<file path="src/rtl/fhn_stim_sequencer_if.sv">
// fhn_stim_sequencer_if: configuration, control, voltage and stimulus signals of the stimulus sequencer
// master drives table writes, start/abort/loop_en and v_in; slave (the sequencer) drives i_out and status
interface fhn_stim_sequencer_if #(
  parameter int DATA_W     = 16,
  parameter int NUM_PHASES = 8,
  parameter int DUR_W      = 16,
  parameter int NUM_CH     = 2,
  parameter int CNT_W      = 12
);
  localparam int AW = $clog2(NUM_PHASES);
  logic                     cfg_we;
  logic [AW-1:0]            cfg_addr;
  logic [DATA_W-1:0]        cfg_amp;
  logic [DUR_W-1:0]         cfg_dur;
  logic [DATA_W-1:0]        cfg_step;
  logic                     start;
  logic                     abort;
  logic                     loop_en;
  logic [NUM_CH*DATA_W-1:0] v_in;
  logic [DATA_W-1:0]        i_out;
  logic [AW-1:0]            phase_idx;
  logic                     busy;
  logic                     phase_end;
  logic                     done;
  logic [NUM_CH*CNT_W-1:0]  spike_cnt;
  modport master (
    output cfg_we, cfg_addr, cfg_amp, cfg_dur, cfg_step, start, abort, loop_en, v_in,
    input  i_out, phase_idx, busy, phase_end, done, spike_cnt
  );
  modport slave (
    input  cfg_we, cfg_addr, cfg_amp, cfg_dur, cfg_step, start, abort, loop_en, v_in,
    output i_out, phase_idx, busy, phase_end, done, spike_cnt
  );
endinterface

</file>
<file path="src/rtl/fhn_stim_sequencer.sv">
// fhn_stim_sequencer: phase-table driven step/ramp stimulus generator with per-channel spike counters
// ports: clk, rst (async, active high), bus (slave) carrying table writes, start/abort/loop_en,
// channel voltages v_in, and outputs i_out, phase_idx, busy, phase_end, done, spike_cnt
module fhn_stim_sequencer #(
  parameter int DATA_W     = 16,
  parameter int FRC_BITS   = 12,
  parameter int NUM_PHASES = 8,
  parameter int DUR_W      = 16,
  parameter int NUM_CH     = 2,
  parameter int CNT_W      = 12,
  parameter int SPK_THRESH = 2048,
  parameter int SPK_HYST   = 1024
) (
  input logic clk,
  input logic rst,
  fhn_stim_sequencer_if.slave bus
);
  localparam int AW = $clog2(NUM_PHASES);
  localparam logic signed [DATA_W-1:0] TH = DATA_W'(SPK_THRESH);
  localparam logic signed [DATA_W-1:0] RE = DATA_W'(SPK_THRESH - SPK_HYST);
  typedef enum logic [1:0] {IDLE, RUN, DONE} state_t;
  state_t state, state_n;
  logic signed [DATA_W-1:0] amp_t [NUM_PHASES];
  logic [DUR_W-1:0] dur_t [NUM_PHASES];
  logic [DATA_W-1:0] step_t [NUM_PHASES];
  logic [AW-1:0] idx, idx_n, idx_inc;
  logic [DUR_W-1:0] rem, rem_n;
  logic signed [DATA_W-1:0] i_q, i_n, i_ramp;
  logic signed [DATA_W:0] diff, mag, stp;
  logic last, prog_end, clr;
  logic [NUM_CH-1:0] armed, armed_n;
  logic [CNT_W-1:0] cnt [NUM_CH];
  logic [CNT_W-1:0] cnt_n [NUM_CH];
  logic signed [DATA_W-1:0] v_q [NUM_CH];
  always_comb begin
    state_n = state;
    idx_n = idx;
    rem_n = rem;
    clr = 1'b0;
    last = state == RUN && rem == DUR_W'(1);
    idx_inc = idx + AW'(1);
    prog_end = idx == AW'(NUM_PHASES - 1) || dur_t[idx_inc] == '0;
    if (bus.abort) begin
      state_n = IDLE;
      idx_n = '0;
      rem_n = '0;
    end else begin
      case (state)
        IDLE: if (bus.start) begin
          if (dur_t[0] == '0) state_n = DONE;
          else begin
            state_n = RUN;
            idx_n = '0;
            rem_n = dur_t[0];
            clr = 1'b1;
          end
        end
        RUN: if (!last) rem_n = rem - DUR_W'(1);
        else if (!prog_end) begin
          idx_n = idx_inc;
          rem_n = dur_t[idx_inc];
        end else if (bus.loop_en) begin
          idx_n = '0;
          rem_n = dur_t[0];
        end else begin
          state_n = DONE;
          idx_n = '0;
        end
        default: state_n = IDLE;
      endcase
    end
    // the register is loaded with the value of the cycle being entered, ramping from the held value
    stp = {1'b0, step_t[idx_n]};
    diff = {amp_t[idx_n][DATA_W-1], amp_t[idx_n]} - {i_q[DATA_W-1], i_q};
    mag = diff[DATA_W] ? -diff : diff;
    i_ramp = (stp == '0 || mag <= stp) ? amp_t[idx_n] : diff[DATA_W] ? i_q - step_t[idx_n] : i_q + step_t[idx_n];
    i_n = state_n == RUN ? i_ramp : '0;
    for (int k = 0; k < NUM_CH; k++) begin
      armed_n[k] = armed[k];
      cnt_n[k] = cnt[k];
      if (clr) begin
        armed_n[k] = 1'b1;
        cnt_n[k] = '0;
      end else if (state == RUN) begin
        if (armed[k] && v_q[k] >= TH) begin
          armed_n[k] = 1'b0;
          cnt_n[k] = &cnt[k] ? cnt[k] : cnt[k] + CNT_W'(1);
        end else if (!armed[k] && v_q[k] < RE) armed_n[k] = 1'b1;
      end
    end
  end
  always_ff @(posedge clk or posedge rst) begin
    if (rst) begin
      state <= IDLE;
      idx <= '0;
      rem <= '0;
      i_q <= '0;
      armed <= '1;
      for (int k = 0; k < NUM_CH; k++) begin
        cnt[k] <= '0;
        v_q[k] <= '0;
      end
    end else begin
      state <= state_n;
      idx <= idx_n;
      rem <= rem_n;
      i_q <= i_n;
      armed <= armed_n;
      for (int k = 0; k < NUM_CH; k++) begin
        cnt[k] <= cnt_n[k];
        v_q[k] <= bus.v_in[k*DATA_W +: DATA_W];
      end
    end
  end
  // table holds no reset; writes are locked out only while a program runs
  always_ff @(posedge clk) begin
    if (bus.cfg_we && state != RUN) begin
      amp_t[bus.cfg_addr] <= bus.cfg_amp;
      dur_t[bus.cfg_addr] <= bus.cfg_dur;
      step_t[bus.cfg_addr] <= bus.cfg_step;
    end
  end
  assign bus.i_out = i_q;
  assign bus.phase_idx = idx;
  assign bus.busy = state == RUN;
  assign bus.phase_end = last;
  assign bus.done = state == DONE;
  for (genvar g = 0; g < NUM_CH; g++) begin : g_cnt
    assign bus.spike_cnt[g*CNT_W +: CNT_W] = cnt[g];
  end
endmodule
</file>
<file path="src/flat_wrapper.sv">
// flat-port wrapper written by rule: the top's interface ports become plain ports
module fhn_stim_sequencer_flat 
#(
  parameter int DATA_W     = 16,
  parameter int FRC_BITS   = 12,
  parameter int NUM_PHASES = 8,
  parameter int DUR_W      = 16,
  parameter int NUM_CH     = 2,
  parameter int CNT_W      = 12,
  parameter int SPK_THRESH = 2048,
  parameter int SPK_HYST   = 1024
)
  (clk, rst, bus_cfg_we, bus_cfg_addr, bus_cfg_amp, bus_cfg_dur, bus_cfg_step, bus_start, bus_abort, bus_loop_en, bus_v_in, bus_i_out, bus_phase_idx, bus_busy, bus_phase_end, bus_done, bus_spike_cnt);
  fhn_stim_sequencer_if #(.DATA_W(DATA_W), .NUM_PHASES(NUM_PHASES), .DUR_W(DUR_W), .NUM_CH(NUM_CH), .CNT_W(CNT_W)) bus_i ();
  input logic clk;
  input logic rst;
  input wire logic [$bits(bus_i.cfg_we)-1:0] bus_cfg_we;
  input wire logic [$bits(bus_i.cfg_addr)-1:0] bus_cfg_addr;
  input wire logic [$bits(bus_i.cfg_amp)-1:0] bus_cfg_amp;
  input wire logic [$bits(bus_i.cfg_dur)-1:0] bus_cfg_dur;
  input wire logic [$bits(bus_i.cfg_step)-1:0] bus_cfg_step;
  input wire logic [$bits(bus_i.start)-1:0] bus_start;
  input wire logic [$bits(bus_i.abort)-1:0] bus_abort;
  input wire logic [$bits(bus_i.loop_en)-1:0] bus_loop_en;
  input wire logic [$bits(bus_i.v_in)-1:0] bus_v_in;
  output wire logic [$bits(bus_i.i_out)-1:0] bus_i_out;
  output wire logic [$bits(bus_i.phase_idx)-1:0] bus_phase_idx;
  output wire logic [$bits(bus_i.busy)-1:0] bus_busy;
  output wire logic [$bits(bus_i.phase_end)-1:0] bus_phase_end;
  output wire logic [$bits(bus_i.done)-1:0] bus_done;
  output wire logic [$bits(bus_i.spike_cnt)-1:0] bus_spike_cnt;
  assign bus_i.cfg_we = bus_cfg_we;
  assign bus_i.cfg_addr = bus_cfg_addr;
  assign bus_i.cfg_amp = bus_cfg_amp;
  assign bus_i.cfg_dur = bus_cfg_dur;
  assign bus_i.cfg_step = bus_cfg_step;
  assign bus_i.start = bus_start;
  assign bus_i.abort = bus_abort;
  assign bus_i.loop_en = bus_loop_en;
  assign bus_i.v_in = bus_v_in;
  assign bus_i_out = bus_i.i_out;
  assign bus_phase_idx = bus_i.phase_idx;
  assign bus_busy = bus_i.busy;
  assign bus_phase_end = bus_i.phase_end;
  assign bus_done = bus_i.done;
  assign bus_spike_cnt = bus_i.spike_cnt;
  fhn_stim_sequencer #(.DATA_W(DATA_W), .FRC_BITS(FRC_BITS), .NUM_PHASES(NUM_PHASES), .DUR_W(DUR_W), .NUM_CH(NUM_CH), .CNT_W(CNT_W), .SPK_THRESH(SPK_THRESH), .SPK_HYST(SPK_HYST)) u_core (.clk(clk), .rst(rst), .bus(bus_i));
endmodule
</file>
<file path="config.mk">
export PLATFORM = sky130hd
export DESIGN_NAME = fhn_stim_sequencer_flat
export DESIGN_NICKNAME = d
export VERILOG_FILES = /design/src/rtl/fhn_stim_sequencer_if.sv /design/src/rtl/fhn_stim_sequencer.sv /design/src/flat_wrapper.sv
export SDC_FILE = /design/constraint.sdc
export NUM_CORES = 1
export LEC_CHECK = 0
export ABC_AREA = 0
export CAP_MARGIN = 10
export CORE_MARGIN = 5
export CORE_UTILIZATION = 45
export CTS_BUF_LIST = sky130_fd_sc_hd__clkbuf_2 sky130_fd_sc_hd__clkbuf_4 sky130_fd_sc_hd__clkbuf_8
export DETAILED_ROUTE_END_ITERATION = 7
export GPL_TIMING_DRIVEN = 0
export PLACE_DENSITY = 0.7
export SETUP_SLACK_MARGIN = 0.02
export SLEW_MARGIN = 0
export SYNTH_ARGS = -nofsm -noshare
export SYNTH_HDL_FRONTEND = slang
export SYNTH_SLANG_ARGS = --single-unit
</file>
<file path="constraint.sdc">
create_clock -name clk -period 25 [get_ports clk]
set_input_delay 5 -clock clk [delete_from_list [all_inputs] [get_ports clk]]
set_output_delay 5 -clock clk [all_outputs]
set_load 0.05 [all_outputs]
</file>
======== Yosys cells after proc, flatten, opt, wreduce, memory -nomap -nowiden ========
Memory sizes are Yosys's and may differ from the RTL's.
Cells that the tools add are included.
storage, ports and cells
  register bits ........................... 95
  memory bits (writable) .................. 384
  input bits .............................. 89
  output and inout bits ................... 46
  logic and storage cells ................. 110
  memories kept ........................... 3
memories
  memory         words  width  rd ports  clocked after memory_dff  write ports  RTL line                  RTL
  u_core.amp_t   8      16     1         0                         1            fhn_stim_sequencer.sv:23  logic signed [DATA_W-1:0] amp_t [NUM_PHASES];
  u_core.dur_t   8      16     2         0                         1            fhn_stim_sequencer.sv:24  logic [DUR_W-1:0] dur_t [NUM_PHASES];
  u_core.step_t  8      16     1         0                         1            fhn_stim_sequencer.sv:25  logic [DATA_W-1:0] step_t [NUM_PHASES];
cells by class
  add/sub/neg operators ................... 8
  magnitude comparators ................... 5
  equality and inequality tests ........... 11
  muxes and demuxes ....................... 46
  reduce and logical (&&, ||, !) cells .... 27
operators with widths
  operator                                                                         count
  16-bit two-way mux                                                               9
  12-bit two-way mux                                                               8
  16-bit zero test                                                                 3
  16-bit by 13-bit >= comparator with 1-bit output (second input constant)         2
  16-bit by 12-bit less-than comparator with 1-bit output (second input constant)  2
  16-bit one-hot mux with 2 select lines                                           1
  12-bit by 1-bit adder with 12-bit output (second input constant)                 2
  12-bit AND reduction                                                             2
  17-bit <= comparator                                                             1
  17-bit two-way mux                                                               1
  17-bit negator                                                                   1
  16-bit by 16-bit subtractor with 17-bit output                                   1
  16-bit adder                                                                     1
  16-bit by 1-bit equality test with 1-bit output (second input constant)          1
  16-bit by 1-bit subtractor with 16-bit output (second input constant)            1
  16-bit subtractor                                                                1
  3-bit two-way mux                                                                5
  1-bit two-way mux                                                                14
  2-bit two-way mux                                                                6
  3-bit nonzero test                                                               3
  1-bit logical AND                                                                6
  2-bit by 1-bit inequality test with 1-bit output (second input constant)         3
  3-bit inequality test (second input constant)                                    2
  3-bit one-hot mux with 2 select lines                                            1
  other kinds (13)                                                                 20

======== Longest topological paths before layout ========
Gate-level depths: netlist of the first run.
An unclocked memory read counts as a cell.
  word-level depth ........................ 16
  gate-level depth with buffers ........... 50
  depth with buffers taken out ............ 42

======== Worst setup path after synthesis of the first run ========
OpenSTA, ideal clock, no wires.
  kind .................................... input to register
  start point ............................. input bus_start
  end point ............................... register u_core.i_q[14] (netlist: u_core.bus.i_out[14])
  setup time .............................. 81 ps
  arrival time ............................ 12032 ps
  required time ........................... 24919 ps
  path slack .............................. 12888 ps
  stages on the path ...................... 38
  path buffers ............................ 4
  cells stage by stage .................... nand3b_1 > a21o_1 > and2_1 > o31ai_2 > buf_2 > buf_1 > buf_1 > nand3_1 > a31o_2 > ha_1 > nor2b_1 > o21ai_0 > a21boi_0 > o21a_1 > o211a_1 > o21a_1 > o311a_1 > o211ai_1 > [... 2 more ...] > clkbuf_1 > nor2_1 > xnor2_1 > ha_1 > nor2b_1 > o21ai_0 > a21boi_0 > o21ai_0 > a21boi_0 > o21ai_0 > a21boi_0 > o21ai_0 > a21boi_0 > o21a_1 > o21a_1 > mux2i_1 > a21o_1 > a21oi_1
on the way
  word-level cells in the longest chain between the ends .. 11
  elaborated cells between the ends (all ways) .. 20
  classes of those cells .................. add/sub: 4; order compare: 1; eq/ne: 1; mux: 10; reduce/logical: 2; memory: 2
RTL lines
  what                                            RTL line                   RTL
  start, declared                                 flat_wrapper.sv:22         input wire logic [$bits(bus_i.start)-1:0] bus_start;
  3-bit two-way mux                               fhn_stim_sequencer.sv:49   IDLE: if (bus.start) begin
  3-bit one-hot mux with 2 select lines           fhn_stim_sequencer.sv:48   case (state)
  3-bit two-way mux                               fhn_stim_sequencer.sv:43   if (bus.abort) begin
  memory read 8 x 16 bit                          --
  16-bit by 16-bit subtractor with 17-bit output  fhn_stim_sequencer.sv:74   diff = {amp_t[idx_n][DATA_W-1], amp_t[idx_n]} - {i_q[DATA_W-1], i_q};
  17-bit negator                                  fhn_stim_sequencer.sv:75   mag = diff[DATA_W] ? -diff : diff;
  17-bit two-way mux                              fhn_stim_sequencer.sv:75
  17-bit <= comparator                            fhn_stim_sequencer.sv:76   i_ramp = (stp == '0 || mag <= stp) ? amp_t[idx_n] : diff[DATA_W] ? i_q - step_t[idx_n] : i_q + step_t[idx_n];
  1-bit logical OR                                fhn_stim_sequencer.sv:76
  16-bit two-way mux                              fhn_stim_sequencer.sv:76
  16-bit two-way mux *                            fhn_stim_sequencer.sv:77   i_n = state_n == RUN ? i_ramp : '0;
  net u_core.i_n[14]                              fhn_stim_sequencer.sv:28   logic signed [DATA_W-1:0] i_q, i_n, i_ramp;
  end signal, assigned                            fhn_stim_sequencer.sv:107  i_q <= i_n;
  end, declared                                   fhn_stim_sequencer.sv:28
The timed path passes the listed nets; every way through them passes the cells marked *.
A chain may end at the register's enable or synchronous reset.

======== Worst setup path in the final report of the first run ========
Same ends and word-level chain as after synthesis.

==> run metrics, run 1 <==
status=complete, no violations; Met3 Wirelength=5.94 mm; Clock Root Buffer=clkbuf_8; Core Region=47800 sq um; area leader, netlist=edfxtp_1; CTS Buf Count=76; crit start category=input port; Worst-Skew Late Latency=0.65 ns; largest net degree at the start of global routing=62; crit share post-route=57.4%; cell area after synthesis=21800 sq um; HPWL after DPL=41.8 mm; Hold Path End=u_core.armed[1]; terminus of the critical flop-to-flop path=u_core.bus.i_out[14]; max_cap viols=0; Hold Path Class=reg -> reg; All-Layer GR Usage=21.9%; Remaining Overflow, GRT=0; Routed Antenna Nets=0; slew at the pin closest to its max-slew limit=1.22 ns; Peak VDD IR=38.8 uV; Area after DPL=approximately 24000 sq um; Post-synth ARST share=16.3%; Setup Skew=around 0.024 ns; Finish-stage setup viols=0; Routed WL=59.5 mm; DRT Pass-1 Iters=6; Primary FF master, synth=edfxtp_1; Starting Density=45.6%; r2r worst-path depth=44; maximum clock rate=~70 MHz; share of cells above drive strength 1=13.9%; setup tns final=0 ns; WP data required=~26 ns; most numerous cell on the critical path=o21ai_0; final hold violation count=0; Std-Cell Rows=80; First DRT Iteration DRCs=1594; Die W=around 230 microns; # H-tree levels=3; Slew HR=18.4%; WS Path Type=in -> reg; I/O pins=135; hold path startpoint=u_core.armed[1]; CP Capture Type=flip-flop; Slew Limit Fails=0; Netlist cell types=100; DR WL met2=approximately 27 mm; Syn-to-layout area delta=17.7%; DRC viols=0; unrepaired setup endpoints after global routing=no; die extent in y=230 microns; initial antenna violation count=3; peak fanout along the critical path=10; routed via count=between 15000 and 20000; hold depth=2; I/O Buffers=114; EDFF count, synth=384; first-pass GRT wire length=~90 mm; cell area after layout=approximately 26000 sq um; post-CTS sizing=0; critical path's largest stage delay=0.80 ns; wire length on met1=24.8 mm; Avg Inst Size Synth=roughly 13 sq um; syn_nets=about 1800; list of most frequent post-synthesis cells=edfxtp_1 (384), nand2_1 (168), nor2_1 (117), dfrtp_1 (73), nor3_1 (70); CTS clk-pin slew, worst paths=~0.06 ns; r2r startpoint=u_core.bus.phase_idx[0]; slowest CP cell=a31oi_1; register-to-register setup slack=13.31 ns; Placer Congestion=around 0.95; Longest Clk Path Bufs=3; number of synthesized register bits=459; CTS Hold Buffers Added=0; Final Critical Period=14.34 ns; Nets=just over 2000; post-synthesis sequential area ratio=between 60% and 70%; vias in the first global route=15400; routed vias/inst=5.97; crit path DAT=14.90 ns; clock sink total=459; die area=53000 sq um; wire per inst=23.1 microns; Synth warnings=0; power per cell area=80.7 nW/um^2; Pleak=9.03 nW; most frequent cell after synthesis=edfxtp_1; synthesized instance count=1691; Area contributors post-synth=edfxtp_1 (53%), dfrtp_1 (8.4%), mux4_2 (3.3%); CTS tree=yes; postcts setup bufs=0; Top Metal Used=met5; post-synth top area share=52.9%
==> sequential cells by signal, summed over array words and instances (netlist names) <==
| signal | flops |
|---|---|
| u_core.dur_t | 128 |
| u_core.armed | 2 |
| u_core.state | 2 |
| u_core.rem | 16 |
| u_core.bus.spike_cnt | 24 |
| u_core.amp_t | 128 |
| u_core.v_q | 12 |
| u_core.bus.phase_idx | 3 |
| u_core.step_t | 128 |
| u_core.bus.i_out | 16 |
==> routing by layer <==
layer  vias up  GRT usage (%)
met5         -              0
met4         2           7.55
met3       103           5.32
met2       775           34.0
met1      7597           30.5
li1       6918              -
==> worst max-delay path: cells and delay by family <==
kind / cells / cell delay [ns]
compound gates: 24 / 5.75
mux: 1 / 0.12
buf+inv: 5 / 2.29
simple gates: 6 / 0.79
xor+xnor: 1 / 0.23
fa+ha+maj: 2 / 0.66
==> layout by cell type (no fill, tap or decap), types with 14 or more instances in the layout <==
cell             Yosys  routed
o21ai_0             51      51
nand2_1            168     168
o21a_1              16      16
mux2i_1             56      56
clkbuf_1            49      49
inv_1               54      53
nand3_1             61      61
nor2b_1             14      14
clkbuf_4             0      27
xnor2_1             44      44
dfrtp_1             73      73
clkdlybuf4s50_1      0     114
clkbuf_8             0      82
a31o_2              14      14
nand4_1             16      16
a31oi_1             15      15
nor2_1             117     111
or3_1               20      20
nor3_1              70      68
edfxtp_1           384     384
a221oi_1            35      35
and3_1              16      16
ha_1                55      55
clkinv_1             0      14
xor2_1              30      30
mux4_2              32      32
a21oi_1             53      53
nor4_1              17      17
==> cell type report <==
class	instances	area [sq um]
buffer	78	388
clock buffer	109	1330
sequential	459	13400
timing repair buffer	137	1560
clock inverter	23	136
fill	3939	22200
inverter	59	229
antenna	2	5.00
multi-input combinational	1095	7850
tap	615	769
==> report_power, final <==
group | internal (mW) | leakage, nW | switching, mW
clock | 0.352 | 0.785 | 0.297
combinational | 0.232 | 3.79 | 0.311
sequential | 0.859 | 4.46 | 0.0206
==> per-stage QoR <==
| step | hold slack, ns | setup WS, ns | utilization [%] | total power, mW | std cells |
|---|---|---|---|---|---|
| after floorplan | 0.502 | 12.89 | - | 1.29 | 1691 |
| after global placement | 0.516 | 10.33 | 49.6 | 1.42 | 2420 |
| after detailed placement | 0.518 | 10.13 | 50.6 | 1.43 | 2443 |
| after CTS | 0.526 | 10.77 | 53.7 | 2.08 | 2575 |
| after global routing | 0.550 | 9.98 | 53.7 | 2.18 | 2577 |
| final | 0.527 | 10.66 | 53.7 | 2.07 | 2577 |
==> how the worst max path moves through the flow <==
stage               from                    to  cells after the start
6_report       bus_start  u_core.bus.i_out[14]                     39
5_1_grt        bus_start  u_core.bus.i_out[14]                     39
4_1_cts        bus_start  u_core.bus.i_out[14]                     40
3_5_place_dp   bus_start  u_core.bus.i_out[14]                     40
3_3_place_gp   bus_start  u_core.bus.i_out[14]                     40
2_1_floorplan  bus_start  u_core.bus.i_out[14]                     38
==> kinds of logic (layout without fill, tap and decap cells) <==
group           Yosys count  count (layout)  share of synthesized area, %
buf+inv                 137             406                          2.82
other cells               0               2                             0
simple gates            565             565                          12.9
compound gates          300             300                          10.0
flops                   459             459                          61.5
xor+xnor                 74              74                          2.97
mux                      99              99                          6.46
fa+ha+maj                57              57                          3.34
(Power assumes the default switching activity.)
==> inputs of run 2 (changes only) <==
- PLACE_DENSITY: 0.7 -> 0.73
- clock period: 25 -> 13 ns (I/O delays scaled with it)
==> run metrics, run 2 (synthesis gave the netlist of run 1 again) <==
status=complete, no violations; Placer Congestion=0.936; First DRT Iteration DRCs=1528; first-pass GRT wire length=90.2 mm; Remaining Overflow, GRT=0; share of cells above drive strength 1=13.9%; Slew HR=16.4%; sw frac=30.1%; Worst-Skew Late Latency=0.66 ns; vias in the first global route=around 15000; Routed WL=58.8 mm; Hold Path Class=reg -> reg; CP Capture Type=flip-flop; postcts setup bufs=0; sequential share of power=around 42%; Clk network pwr share=31.6%; critical path's largest stage delay=0.56 ns; placed insts=2441; Setup Skew=0.0265 ns; Nets=2048; routed vias/inst=6.00; fin cells=approximately 2600; unrepaired setup endpoints after global routing=no; final worst slack=1.13 ns; CTS clk-pin slew, worst paths=~0.06 ns; max_cap viols=0; Longest Clk Path Bufs=3; die area=between 50000 and 60000 sq um; WP data required=around 14 ns; All-Layer GR Usage=22.0%; Peak VDD IR=around 85 uV; slowest CP cell=a31oi_1; setup tns final=0 ns; Slew Limit Fails=0; I/O pins=between 100 and 150; biggest regs=u_core.amp_t x128, u_core.dur_t x128, u_core.step_t x128; WS Path Type=in -> reg; largest net degree at the start of global routing=61; internal power=between 2 and 3 mW; I/O Buffers=114; power per cell area=between 150 and 200 nW/um^2; crit share post-route=91.3%; maximum clock rate=approximately 84 MHz; Setup Slack @ Placement=around 0.65 ns; routed via count=between 15000 and 20000; final hold violation count=0; initial antenna violation count=6; Final Critical Period=~12 ns; Syn-to-layout area delta=17.3%; Pleak=9.00 nW; DRT Pass-1 Iters=5; Clock Root Buffer=clkbuf_8; # H-tree levels=3; most frequent cells in the layout=edfxtp_1 (384), nand2_1 (168), clkdlybuf4s50_1 (114); wire per inst=22.8 microns; combinational share of power=around a quarter; Routed Antenna Nets=0; crit path DAT=12.42 ns; Core Region=approximately 48000 sq um; HPWL after DPL=41.3 mm; die extent in y=about 230 microns; Sw Pwr=1.20 mW; clock sink total=roughly 460; Finish-stage setup viols=0; CTS tree=yes; worst hold slack=0.522 ns; Std-Cell Rows=80; leading cell type in the layout, fill and taps excluded=edfxtp_1; crit start category=input port; post-CTS sizing=0; Starting Density=between 40% and 50%; slew at the pin closest to its max-slew limit=~1.3 ns; CTS Hold Buffers Added=0; CTS Buf Count=74; cell area after layout=25600 sq um; DRC viols=0; most numerous cell on the critical path=o21ai_0; peak fanout along the critical path=10; Die W=~230 microns; Area after DPL=24100 sq um
-- run 2: cell count changes in the layout (fill, tap and decap cells not counted) --
cell,change
buf_6,+6
clkbuf_4,+2
inv_8,+1
buf_8,-4
clkinv_2,-1
clkinv_1,-4
clkbuf_8,-4
bufinv_16,+2
buf_16,-4
diode_2,+2
-- run 2: layout make-up --
cell class / instances / area [sq um]
clock buffer: 107 / 1290
antenna: 4 / 10.0
inverter: 59 / 229
buffer: 78 / 388
timing repair buffer: 135 / 1460
tap: 615 / 769
clock inverter: 21 / 188
multi-input combinational: 1095 / 7850
fill: 3941 / 22300
sequential: 459 / 13400
-- run 2: worst max-delay path, delay by kind of cell --
kind | cells | cell delay (ns)
xor gates and xnor gates | 1 | 0.22
muxes | 1 | 0.13
buffers and inverters | 5 | 2.22
AOI/OAI and AO/OA | 24 | 5.57
and+or+nand+nor | 6 | 0.80
adders and majority gates | 3 | 0.84
-- run 2: final timing paths --
kind	start	to	slack, ns	cells past startpoint
max	bus_start	u_core.bus.i_out[14]	1.13	40
min	u_core.armed[1]	u_core.armed[1]	0.52	2
max in group asynchronous	rst	u_core.armed[1]	10.13	3
min in group asynchronous	rst	u_core.bus.phase_idx[0]	2.24	2
min reg2reg	u_core.armed[1]	u_core.armed[1]	0.52	2
max reg2reg	u_core.bus.phase_idx[0]	u_core.bus.i_out[14]	1.30	45
-- run 2: stage by stage --
stage / total power [mW] / utilization [%]
6_report: 4.00 / 53.5
4_1_cts: 4.02 / 53.5
3_3_place_gp: 2.73 / 49.6
3_5_place_dp: 2.76 / 50.4
5_1_grt: 4.20 / 53.5
2_1_floorplan: 2.48 / -
-- run 2: power by group through the flow --
stage	clock network (mW)	logic, mW	registers (mW)
CTS	1.29	1.04	1.69
global route	1.36	1.15	1.70
global placement	0	1.01	1.72
floorplan	0	0.686	1.79
finish	1.26	1.04	1.69
detailed placement	0	1.03	1.72
-- run 2: per-layer routing --
layer / global-route usage, % / routed length, microns / part of all wire (%) / vias up
li1: - / - / - / 6904
met4: 8.11 / 1670 / 2.8 / 4
met1: 30.6 / 24600 / 42 / 7645
met2: 33.8 / 26600 / 45 / 771
met5: 0 / 21 / 0.036 / -
met3: 5.23 / 5910 / 10 / 116
==> inputs of run 3 (changes only) <==
- CORE_MARGIN: 5 -> unset
==> run metrics, run 3 (synthesis gave the netlist of run 1 again) <==
status=complete, no violations; most frequent cells in the layout=edfxtp_1 (384), nand2_1 (168), clkdlybuf4s50_1 (114); biggest regs=u_core.amp_t x128, u_core.dur_t x128, u_core.step_t x128; final hold violation count=0; register-to-register setup slack=1.21 ns; largest net degree at the start of global routing=61; first-pass GRT wire length=88.6 mm; r2r worst-path depth=44; Longest Clk Path Bufs=3; DRC viols=0; slowest CP cell=a31oi_1; Syn-to-layout area delta=17.3%; Peak VDD IR=90.7 uV; Finish-stage setup viols=0; die area=49400 sq um; die extent in y=between 200 and 250 microns; CTS Hold Buffers Added=0; CTS Buf Count=74; WP data required=13.54 ns; Setup Skew=roughly 0.025 ns; Area after DPL=24200 sq um; # H-tree levels=3; share of cells above drive strength 1=~14%; crit start category=input port; Clock Root Buffer=clkbuf_8; Slew HR=roughly a quarter; Placer Congestion=0.954; Routed WL=58.3 mm; Slew Limit Fails=0; postcts setup bufs=0; hold depth=2; First DRT Iteration DRCs=1801; peak fanout along the critical path=10; CTS clk-pin slew, worst paths=0.06 ns; I/O pins=135; CTS tree=yes; routed via count=roughly 15000; wire per inst=22.6 microns; HPWL after DPL=41.0 mm; Nets=2053; Remaining Overflow, GRT=0; crit path DAT=12.50 ns; Std-Cell Rows=80; post-CTS sizing=0; Hold Path End=u_core.armed[1]; power per cell area=153 nW/um^2; Routed Antenna Nets=0; Die W=222 microns; fill count=between 3000 and 4000; leading cell type in the layout, fill and taps excluded=edfxtp_1; maximum clock rate=83.6 MHz; Core Region=47700 sq um; Hold Path Class=reg -> reg; unrepaired setup endpoints after global routing=no; routed vias/inst=5.95; slew at the pin closest to its max-slew limit=1.11 ns; I/O Buffers=114; initial antenna violation count=4; Starting Density=45.7%; hold path startpoint=u_core.armed[1]; cell area after layout=between 20000 and 30000 sq um; CP Capture Type=flip-flop; max_cap viols=0; critical path's largest stage delay=0.81 ns; terminus of the critical flop-to-flop path=u_core.bus.i_out[14]; DRT Pass-1 Iters=5; Pleak=8.99 nW; crit share post-route=between 90 and 100%; WS Path Type=in -> reg; All-Layer GR Usage=23.7%; r2r startpoint=u_core.bus.phase_idx[0]; most numerous cell on the critical path=o21ai_0; clock sink total=459; Worst-Skew Late Latency=0.65 ns; setup tns final=0 ns; Final Critical Period=11.96 ns; vias in the first global route=15200
[run 3: cell count changes in the layout (fill, tap and decap cells not counted), moves of 2 or more]
cell        delta
bufinv_16      -3
clkbuf_4       -6
buf_12         +3
clkinv_1       +7
clkinvlp_4     +2
buf_8          +2
clkinv_2       +5
clkbuf_8       -2
[run 3: layout make-up]
cell class	count	area, sq um	area share [%]
multi-input cells	1095	7850	30.7
well taps	615	769	3.01
inverters	59	229	0.894
clock buffers	99	1220	4.76
flip-flops and latches	459	13400	52.4
clock inverters	32	161	0.631
repair buffers	140	1560	6.11
plain buffers	78	388	1.52
diodes	4	10.0	0.0391
[run 3: worst max-delay path, delay by kind of cell]
kind	cells	cell delay [ns]
AO/OA/AOI/OAI	24	5.80
XOR/XNOR	1	0.22
adder cells (fa/ha/maj)	2	0.66
buffers and inverters	5	2.25
multiplexers	1	0.12
AND/OR/NAND/NOR	6	0.82
[run 3: per-stage QoR]
stage | setup WS (ns) | std cells | power [mW] | utilization [%] | hold WS (ns)
2_1_floorplan | 3.29 | 1691 | 2.48 | - | 0.502
3_3_place_gp | 0.800 | 2420 | 2.73 | 49.7 | 0.516
3_5_place_dp | 0.638 | 2445 | 2.76 | 50.7 | 0.517
4_1_cts | 1.26 | 2576 | 3.94 | 53.6 | 0.526
5_1_grt | 0.468 | 2579 | 4.10 | 53.6 | 0.556
6_report | 1.04 | 2581 | 3.92 | 53.6 | 0.523
[run 3: per-layer routing]
metal	GRT usage (%)	wire length [microns]	vias to the layer above
li1	-	-	6908
met4	9.12	1590	2
met3	5.73	6220	116
met1	32.2	23900	7522
met5	0	13	-
met2	36.7	26600	798
[run 3: where the power goes]
part	internal, mW	switching [mW]
sequential	1.65	0.0398
combinational	0.446	0.601
clock	0.613	0.565
[run 3: worst max path at each step]
stage               cells after the start  slack, ns                    to       from
global route                           39       0.47  u_core.bus.i_out[14]  bus_start
floorplan                              38       3.29  u_core.bus.i_out[14]  bus_start
global placement                       40       0.80  u_core.bus.i_out[14]  bus_start
detailed placement                     39       0.64  u_core.bus.i_out[14]  bus_start
CTS                                    39       1.26  u_core.bus.i_out[14]  bus_start
finish                                 39       1.04  u_core.bus.i_out[14]  bus_start
